==> src/rtl/pipe_ctrl_pkg.sv <==
// Shared types and default constants for the pipeline controller.
package pipe_ctrl_pkg;

  typedef enum logic [1:0] {
    RUN      = 2'b00,
    MEM_WAIT = 2'b01,
    ERR      = 2'b10
  } state_t;

  localparam int DEF_CNT_W       = 16;
  localparam int DEF_MEM_TIMEOUT = 15;

endpackage

==> src/rtl/pipeline_ctrl_sat_counter.sv <==
// Saturating up-counter with synchronous clear; clear wins over increment.
module sat_counter #(
  parameter int W = 16
) (
  input  logic         clk,
  input  logic         reset,
  input  logic         clr,
  input  logic         inc,
  output logic [W-1:0] count
);

  localparam logic [W-1:0] ONE = 1;

  // NOTE: sequential state is written with <= so every flop samples pre-edge values.
  always_ff @(posedge clk or posedge reset) begin
    if (reset) begin
      count <= '0;
    end else if (clr) begin
      count <= '0;
    end else if (inc && (count != '1)) begin
      count <= count + ONE;
    end
  end

endmodule

==> src/rtl/pipeline_ctrl.sv <==
// Stall/flush/freeze controller for a 5-stage pipeline with memory-wait
// timeout and saturating stall/flush performance counters.
module pipeline_ctrl
  import pipe_ctrl_pkg::*;
#(
  parameter int CNT_W       = DEF_CNT_W,
  parameter int MEM_TIMEOUT = DEF_MEM_TIMEOUT
) (
  input  logic             clk,
  input  logic             reset,
  input  logic             hz_stall,
  input  logic             br_taken,
  input  logic             mem_req,
  input  logic             mem_ack,
  input  logic             cnt_clr,
  output logic             pc_ld,
  output logic             if_id_ld,
  output logic             id_ex_ld,
  output logic             ex_mem_ld,
  output logic             mem_wb_ld,
  output logic             if_id_flush,
  output logic             id_nop,
  output logic             timeout,
  output logic [CNT_W-1:0] stall_cnt,
  output logic [CNT_W-1:0] flush_cnt
);

  localparam int WAIT_W = (MEM_TIMEOUT < 1) ? 1 : $clog2(MEM_TIMEOUT + 1);
  localparam logic [WAIT_W-1:0] WAIT_MAX = WAIT_W'(MEM_TIMEOUT);
  localparam logic [WAIT_W-1:0] WAIT_ONE = 1;

  state_t            state, state_nxt;
  logic [WAIT_W-1:0] wait_cnt, wait_nxt;
  logic [4:0]        ld;

  assign {pc_ld, if_id_ld, id_ex_ld, ex_mem_ld, mem_wb_ld} = ld;

  always_ff @(posedge clk or posedge reset) begin
    if (reset) begin
      state    <= RUN;
      wait_cnt <= '0;
    end else begin
      state    <= state_nxt;
      wait_cnt <= wait_nxt;
    end
  end

  // NOTE: every output gets a default before the case so no latch is inferred.
  always_comb begin
    state_nxt   = state;
    wait_nxt    = wait_cnt;
    ld          = '0;
    if_id_flush = 1'b0;
    id_nop      = 1'b0;
    timeout     = 1'b0;
    // Reset gates the Mealy outputs directly, so the pipeline freezes without a clock.
    if (!reset) begin
      unique case (state)
        RUN: begin
          if (mem_req && !mem_ack) begin
            state_nxt = MEM_WAIT;
            wait_nxt  = WAIT_ONE;
          end else if (hz_stall) begin
            ld     = 5'b00111;
            id_nop = 1'b1;
          end else begin
            ld          = '1;
            if_id_flush = br_taken;
          end
        end
        MEM_WAIT: begin
          if (mem_ack) begin
            ld        = '1;
            state_nxt = RUN;
            wait_nxt  = '0;
          end else if (wait_cnt == WAIT_MAX) begin
            state_nxt = ERR;
          end else begin
            wait_nxt = wait_cnt + WAIT_ONE;
          end
        end
        ERR: timeout = 1'b1;
        default: state_nxt = RUN;
      endcase
    end
  end

  sat_counter #(.W(CNT_W)) u_stall_cnt (
    .clk   (clk),
    .reset (reset),
    .clr   (cnt_clr),
    .inc   (!pc_ld && (state != ERR)),
    .count (stall_cnt)
  );

  sat_counter #(.W(CNT_W)) u_flush_cnt (
    .clk   (clk),
    .reset (reset),
    .clr   (cnt_clr),
    .inc   (if_id_flush),
    .count (flush_cnt)
  );

endmodule

==> config.mk <==
export PLATFORM = sky130hd
export DESIGN_NAME = pipeline_ctrl
export DESIGN_NICKNAME = d
export VERILOG_FILES = /design/src/rtl/pipe_ctrl_pkg.sv /design/src/rtl/pipeline_ctrl_sat_counter.sv /design/src/rtl/pipeline_ctrl.sv
export SDC_FILE = /design/constraint.sdc
export NUM_CORES = 1
export LEC_CHECK = 0
export CORE_MARGIN = 3
export CORE_UTILIZATION = 50
export CTS_CLUSTER_DIAMETER = 150
export DETAILED_ROUTE_END_ITERATION = 8
export DONT_BUFFER_PORTS = 1
export GPL_TIMING_DRIVEN = 0
export PLACE_DENSITY = 0.68
export SETUP_SLACK_MARGIN = 0.05
export SKIP_CTS_REPAIR_TIMING = 1
export SLEW_MARGIN = 20
export SYNTH_ARGS = -nofsm -noshare
export SYNTH_HDL_FRONTEND = slang
export SYNTH_SLANG_ARGS = --single-unit
==> constraint.sdc <==
create_clock -name clk -period 3.5 [get_ports clk]
set_input_delay 0.35 -clock clk [delete_from_list [all_inputs] [get_ports clk]]
set_output_delay 0.35 -clock clk [all_outputs]
set_load 0.05 [all_outputs]
# Word-level counts from Yosys, hierarchy flattened
# Cells that the tools add are included.
dict set report op_classes {
  n_addsub 3
  mul 0
  div 0
  n_lt_le_gt_ge 0
  eq_ne 9
  shifts 0
  mux 27
  bitwise_logic 2
  reduce_logical 12
}
# op count
set op_table {}
lappend op_table {{$mux W16} 4}
lappend op_table {{$add A16 B1 Y16 const B} 2}
lappend op_table {{$ne A16 B16 Y1 const B} 2}
lappend op_table {{$mux W5} 4}
lappend op_table {{$mux W4} 3}
lappend op_table {{$mux W1} 10}
lappend op_table {{$pmux W5 S2} 1}
lappend op_table {{$pmux W4 S2} 1}
lappend op_table {{$reduce_and A4 Y1} 2}
lappend op_table {{$mux W2} 3}
lappend op_table {{$ne A3 B3 Y1 const B} 2}
lappend op_table {{$pmux W2 S3} 1}
lappend op_table {{$reduce_bool A2 Y1} 3}
lappend op_table {{$add A4 B1 Y4 const B} 1}
lappend op_table {{$eq A4 B4 Y1 const B} 1}
lappend op_table {{$logic_and A1 B1 Y1} 4}
lappend op_table {{$ne A2 B2 Y1 const B} 2}
lappend op_table {{$eq A2 B1 Y1 const B} 1}
lappend op_table {{$eq A2 B2 Y1 const B} 1}
lappend op_table {{$logic_not A1 Y1} 2}
lappend op_table {{$logic_not A2 Y1} 1}
lappend op_table {{$not A1 Y1} 2}
dict set report word_totals {
  ff_bits 38
  latch_bits 0
  mem_bits_rw 0
  mem_bits_ro 0
  in_bits 7
  output_inout_bits 40
  word_cells 57
  memories 0
}

# Longest topological paths before layout
# Gate-level depths: netlist of the first run.
dict set report depth {
  ltp_word 10
  mapped_depth 7
  depth_no_buf 6
}

# Hierarchy
# A second synthesis of the first run with hierarchy kept.
dict set report hier_totals {
  cells_unflattened 260
  area_unflattened_um2 2349.8
}
# module instances cells_per_inst area_per_inst_um2 seq_area_each_um2
set by_module_without_submodules {}
lappend by_module_without_submodules {sat_counter 2 101 932.1 400.4}
lappend by_module_without_submodules {pipeline_ctrl 1 58 485.5 150.1}

# Worst setup path before layout of the first run
# OpenSTA, ideal clock, no wires.
dict set report synth_path {
  path_kind {flip-flop to output port}
  start {reg state[0]}
  end {out pc_ld}
  t_arrival_ns 2.794
  required_time_ns 3.150
  setup_slack_ns 0.356
  stages_incl_launch_ff 6
  n_path_buf 2
  path_cell_list {dfrtp_1 > buf_2 > nor2_1 > o21a_1 > a21boi_0 > buf_4}
}
dict set report synth_via {
  elab_chain_len 3
  word_cells_on_any_way 4
  classes_between {eq/ne (1); mux (2); reduce/logical (1)}
}
# element line_no
set synth_rtl {}
lappend synth_rtl {{start: declaration} pipeline_ctrl.sv:32} ;# state_t state, state_nxt;
lappend synth_rtl {{start signal: assignment} pipeline_ctrl.sv:43} ;# state <= state_nxt;
lappend synth_rtl {{$eq A2 B1 Y1 or $logic_not A2 Y1 (tied branches)} pipeline_ctrl.sv:58} ;# unique case (state)
lappend synth_rtl {{$pmux W5 S2 (*)} pipeline_ctrl.sv:58}
lappend synth_rtl {{$mux W5 (*)} pipeline_ctrl.sv:57} ;# if (!reset) begin
lappend synth_rtl {{end: declaration} pipeline_ctrl.sv:16} ;# output logic pc_ld,
# Mark *: on every way between the ends. The rest lies on a longest branch, timed or not.

# Final worst setup path of the first run
# Same ends and word-level chain as after synthesis.

==> results of run 1 <==
power groups by stage:
stage	Combinational, W	Sequential, W	Clock (W)
after floorplan	0.0000956	0.000495	0
after global placement	0.000111	0.000500	0
after detailed placement	0.000121	0.000501	0
after CTS	0.000122	0.000492	0.000392
after global routing	0.000133	0.000495	0.000407
final	0.000120	0.000491	0.000382
per-stage QoR:
| step | hold slack (ns) | utilization, % | std cells |
|---|---|---|---|
| 2_1_floorplan | 0.476 | - | 245 |
| 3_3_place_gp | 0.493 | 55.0 | 295 |
| 3_5_place_dp | 0.404 | 56.2 | 298 |
| 4_1_cts | 0.0906 | 59.0 | 305 |
| 5_1_grt | 0.107 | 59.0 | 305 |
| 6_report | 0.0830 | 59.0 | 305 |
final cells by class:
type | count | area (um2)
fill | 369 | 1690
multi-input combinational | 187 | 1180
sequential | 38 | 951
clock buffer | 6 | 82.6
buffer | 12 | 63.8
tap | 50 | 62.6
timing repair buffer | 3 | 31.3
clock inverter | 1 | 30.0
inverter | 8 | 30.0
critical path, cell delays in order (launching register included):
cell and delay (ns):
dfrtp_1 0.44, buf_2 0.21, nor2_1 0.12, o21a_1 0.49, a21boi_1 0.27, buf_4 0.24, buf_1 0.11, buf_4 0.19
synth_stat cells, drive strengths merged, types with 3 or more instances:
| cell | number | area share, % |
|---|---|---|
| nand2 | 22 | 3.8 |
| xnor2 | 11 | 4.4 |
| nand4 | 6 | 1.7 |
| ha | 3 | 1.7 |
| nand3 | 16 | 4.1 |
| or4 | 8 | 2.9 |
| mux2 | 3 | 1.5 |
| a21oi | 12 | 2.7 |
| and3 | 3 | 0.85 |
| inv | 8 | 1.4 |
| dfrtp | 38 | 43 |
| nor4 | 10 | 3.1 |
| o21ai | 13 | 3.0 |
| clkbuf | 5 | 0.85 |
| nor2 | 29 | 5.4 |
| or3 | 6 | 1.7 |
| nor3 | 11 | 2.5 |
| buf | 7 | 2.0 |
| o31ai | 5 | 1.7 |
cell families after synthesis:
| logic type | synth area share, % |
|---|---|
| muxes | 2.44 |
| and+or+nand+nor | 30.4 |
| xor gates and xnor gates | 5.17 |
| adders and majority gates | 1.71 |
| buffers and inverters | 4.26 |
| AOI/OAI and AO/OA | 12.8 |
| DFF | 43.2 |
metal layers:
metal	routed length (um)	vias up	GRT usage, %
li1	-	906	-
met1	2210	889	26.1
met2	2310	67	30.7
met3	387	7	5.54
met4	59	0	6.89
met5	0	-	0
worst min-delay path by stage:
stage	cells past startpoint	slack [ns]	startpoint	to
after floorplan	2	0.48	wait_cnt[1]	wait_cnt[1]
after global placement	2	0.49	wait_cnt[1]	wait_cnt[1]
after detailed placement	2	0.40	reset	state[0]
after CTS	2	0.09	reset	u_stall_cnt.count[5]
after global routing	2	0.11	reset	u_stall_cnt.count[5]
final	2	0.08	reset	u_stall_cnt.count[5]
flip-flops by register name (all words and copies together) (netlist names):
name               count
u_flush_cnt.count     16
u_stall_cnt.count     16
wait_cnt               4
state                  2
==> flow_summary.toml, run 1 <==
[timing]
fmax_ghz = 0.372
relSlewSlack_pct = 42.3
finClkSkew_ns = 0.0106
rsz0062_at_grt = "no"
period_needed_ns = 2.69
fin_ws_ns = 0.812
hold_violations = 0
setup_viol = 0
tightestPinTransition_ns = 0.861
fin_tns_setup_ns = 0
fin_crit_sh_pct = 76.8
drv_slew = 0

[clock_tree]
cts_tree = "done"
cts-root-buf = "clkbuf_8"
cts.sinks = 38
clockBufferDepth = 2
cts_buffers = 5
h-tree-depth = 2
insertion_delay_ns = 0.29
clk_pin_slew_ns = 0.08

[flow_run]
max-cap-violations = 0

[critical_path]
crit_end = "pc_ld"
crit_path_start_kind = "flop"
required_ns = 3.15
end_kind = "output pin"
crit_type = "reg -> out"
r2r_end = "u_flush_cnt.count[5]"
cp.arrival_ns = 2.34
rr_startpoint = "u_flush_cnt.count[1]"
worst-r2r-setup-slack_ns = 0.90
crit_path_start = "state[0]"
r2r_cells = 6
cp_max_fo = 10

[global_route]
grt_pass1_wl_um = 8180
grt_pass1_vias = 1645
antenna_found_initial = 0
groute.usage.overall_pct = 19.7
grt_max_degree = 28
grt-ovfl-total = 0

[power_and_ir_drop]
clkPwrFrac_pct = 38.4
pwr-share-comb_pct = 12.1
swShare_pct = 27.4
finalPower_w = 0.000993
max-vdd-ir-drop_uv = 318
seq_power_share_pct = 49.5
leakage_nw = 0.945
power_density_nw_per_um2 = 409
power.switching_w = 0.000272
p_int_w = 0.000721

[die]
start_util_pct = 53.5
ios = 47
dieArea_um2 = 5230
placementRows = 23
fp.coreArea_um2 = 4120
die_w_um = 72.3
die_y_um = 72.3

[detailed_routing]
drt-initial-drc-count = 82
drc_errors = 0
wire_per_inst_um = 16.3
postRouteAntennaNets = 0
drt_wl_total_um = 4970
drt-pass1-iter-count = 4
vias = 1869
avgViaCountPerCell = 6.13

[synth]
asyncSetResetFlopFracSynth_pct = 100
dominantRegCellSynth = "dfrtp_1"
ys_seq_area_share_pct = 43.2
postSynthAreaPerCell_um2 = 8.98
synth_edf_count = 0
yosys_warnings = 0
syn_inst = 245
synth_nets = 255
ys_types = 51
synthesis.area_um2 = 2200
ys_ff_latch = 38

[finish]
fin_area_um2 = 2430
layout_commonest_cell = "dfrtp_1"
mostFrequentLayoutCells = "38 x dfrtp_1, 27 x nor2_1, 22 x nand2_1, 14 x nand3_1, 13 x o21ai_0"
finalNetCount = 265
antenna_cells = 0
syn_to_final_growth_pct = 10.3
drive_gt1_share_pct = 12.2

[min_path]
hp-class = "in -> async"

[place]
portBuffers = 0
place_area_um2 = 2310
pre_cts_ws_ns = 0.933
dp_hpwl_um = 3600
place_congestion = 0.853

[run_status]
outcome = "complete, no violations"
Note: power is estimated with default switching activity, not from simulation.
==> run 2: changes to the inputs <==
==> constraint.sdc (replaced) <==
create_clock -name clk -period 2.56 [get_ports clk]
set_input_delay 0.256 -clock clk [delete_from_list [all_inputs] [get_ports clk]]
set_output_delay 0.256 -clock clk [all_outputs]
set_load 0.05 [all_outputs]
==> run 2 against run 1 <==
Compared with the run above: routed wire length rose by 0.10%; combinational power is 37% higher; die area stayed put; sequential cell count stayed put; largest cell class unchanged; final cell count down 0.33%; global-route usage up 0.081 points; total power grew 28%; final area is 0.10% lower; sequential power increased by 37%; first-iteration DRC count grew 7.3%; worst hold slack got worse by 0.10 ns; clock-buffer cell count is 1 higher; the flow now finishes with violations (hold timing); highest routed layer unchanged.
==> flow_summary.toml, run 2 (synthesized netlist as in run 1, its figures left out) <==
[finish]
antenna_cells = 0
drive_gt1_share_pct = 15.4
fin_util_pct = 58.9
register_area_um2 = 960
mostFrequentLayoutCells = "31 x dfrtp_1, 27 x nor2_1, 22 x nand2_1, 14 x nand3_1, 13 x o21ai_0"
top_regs = "u_flush_cnt.count: 16 flops, u_stall_cnt.count: 16 flops, wait_cnt: 4 flops"
fillCellCount = 369
syn_to_final_growth_pct = 10.2
finalNetCount = 263
layout_commonest_cell = "dfrtp_1"
multi_input_area_um2 = 1200

[timing]
setup_viol = 0
fmax_ghz = 0.413
finClkSkew_ns = 0.00393
fin_crit_sh_pct = 94.6
fin_ws_ns = 0.139
tightestPinTransition_ns = 0.841
drv_slew = 0
hold_violations = 11
rsz0062_at_grt = "no"
worst_hold_slack_ns = -0.0182
period_needed_ns = 2.42
relSlewSlack_pct = 43.6

[global_route]
antenna_found_initial = 0
groute.usage.overall_pct = 19.8
grt_max_degree = 28
grt_pass1_vias = 1656
grt_pass1_wl_um = 8160
grt-ovfl-total = 0

[flow_run]
max-cap-violations = 0

[run_status]
violations = "hold timing"
outcome = "complete, but fails checks"

[critical_path]
r2r_end = "u_flush_cnt.count[13]"
rr_startpoint = "u_flush_cnt.count[1]"
cpPeakStageDelay_ns = 0.48
r2r_cells = 6
cp_cell_sequence = "buf_2 -> nor2_1 -> o21a_2 -> a21boi_4 -> buf_4"
cp.arrival_ns = 2.17
end_kind = "output pin"
required_ns = 2.30
crit_type = "reg -> out"
worst-r2r-setup-slack_ns = 0.18
crit_path_start_kind = "flop"
cp_max_fo = 10
crit_path_start = "state[0]"
slowest_stage = "a21boi_4"

[detailed_routing]
drt-initial-drc-count = 88
wire_per_inst_um = 16.4
vias = 1872
avgViaCountPerCell = 6.16
drc_errors = 0
postRouteAntennaNets = 0
drt_wl_total_um = 4980
drt-pass1-iter-count = 4

[power_and_ir_drop]
pwr-share-comb_pct = 13.0
clkPwrFrac_pct = 33.9
leakage_nw = 0.940
power.switching_w = 0.000377
max-vdd-ir-drop_uv = 334
power_density_nw_per_um2 = 524
seq_power_share_pct = 53.1
finalPower_w = 0.00127
p_int_w = 0.000893
swShare_pct = 29.7

[clock_tree]
clk_pin_slew_ns = 0.08
h-tree-depth = 2
cts-root-buf = "clkbuf_8"
clockBufferDepth = 2
insertion_delay_ns = 0.29
cts_tree = "done"
cts_buffers = 5
cts.sinks = 38

[die]
start_util_pct = 53.5
fp.coreArea_um2 = 4120
placementRows = 23
die_w_um = 72.3
die_y_um = 72.3
ios = 47
dieArea_um2 = 5230

[place]
dp_hpwl_um = 3570
pre_cts_ws_ns = -0.0114
place_congestion = 0.872
portBuffers = 0

[min_path]
hp-class = "in -> async"
[run 2: cell types whose count changed in the layout (fill, tap and decap cells not counted), sizes merged]
cell	delta
clkbuf	+1
buf	-2
bufinv	-1
clkinv	+1
[run 2: area by class of cell]
class                           count  area share [%]
Multi-Input combinational cell    187            49.4
Timing Repair Buffer                1           0.826
Inverter                            8            1.24
Sequential cell                    38            39.6
Buffer                             12            2.63
Clock buffer                        7            3.56
Clock inverter                      1           0.206
Tap cell                           50            2.58
[run 2: stage by stage]
stage,cells,setup TNS (ns),area [um2]
detailed placement,296,-0.0124,2310
CTS,304,-0.276,2400
finish,304,0,2420
global placement,295,0,2270
floorplan,245,0,2200
global route,304,0,2420
[run 2: how the worst max path moves through the flow]
stage	depth (start not counted)	slack (ns)	endpoint
2_1_floorplan	2	0.18	id_nop
3_3_place_gp	6	0.007	u_flush_cnt.count[5]
3_5_place_dp	6	-0.01	u_flush_cnt.count[9]
4_1_cts	5	-0.22	pc_ld
5_1_grt	5	0.03	pc_ld
6_report	5	0.14	pc_ld
[run 2: metal layers]
layer	part of all wire, %	global-route usage, %	vias up
met2	46	28.7	49
li1	-	-	912
met3	6.5	6.65	7
met5	0	0	-
met4	1.5	7.93	0
met1	46	27.0	904
[run 2: worst max-delay path, delay by kind of cell, from the launching register on]
kind            cells  cell delay (ns)
compound gates      2             0.82
buf+inv             2             0.49
flops               1             0.45
simple gates        1             0.12
[run 2: power by group through the flow]
stage	Clock, W	Sequential, W	Combinational (W)
after CTS	0.000443	0.000672	0.000164
after global routing	0.000463	0.000678	0.000183
final	0.000431	0.000674	0.000165
after detailed placement	0	0.000684	0.000164
after global placement	0	0.000683	0.000153
after floorplan	0	0.000677	0.000132
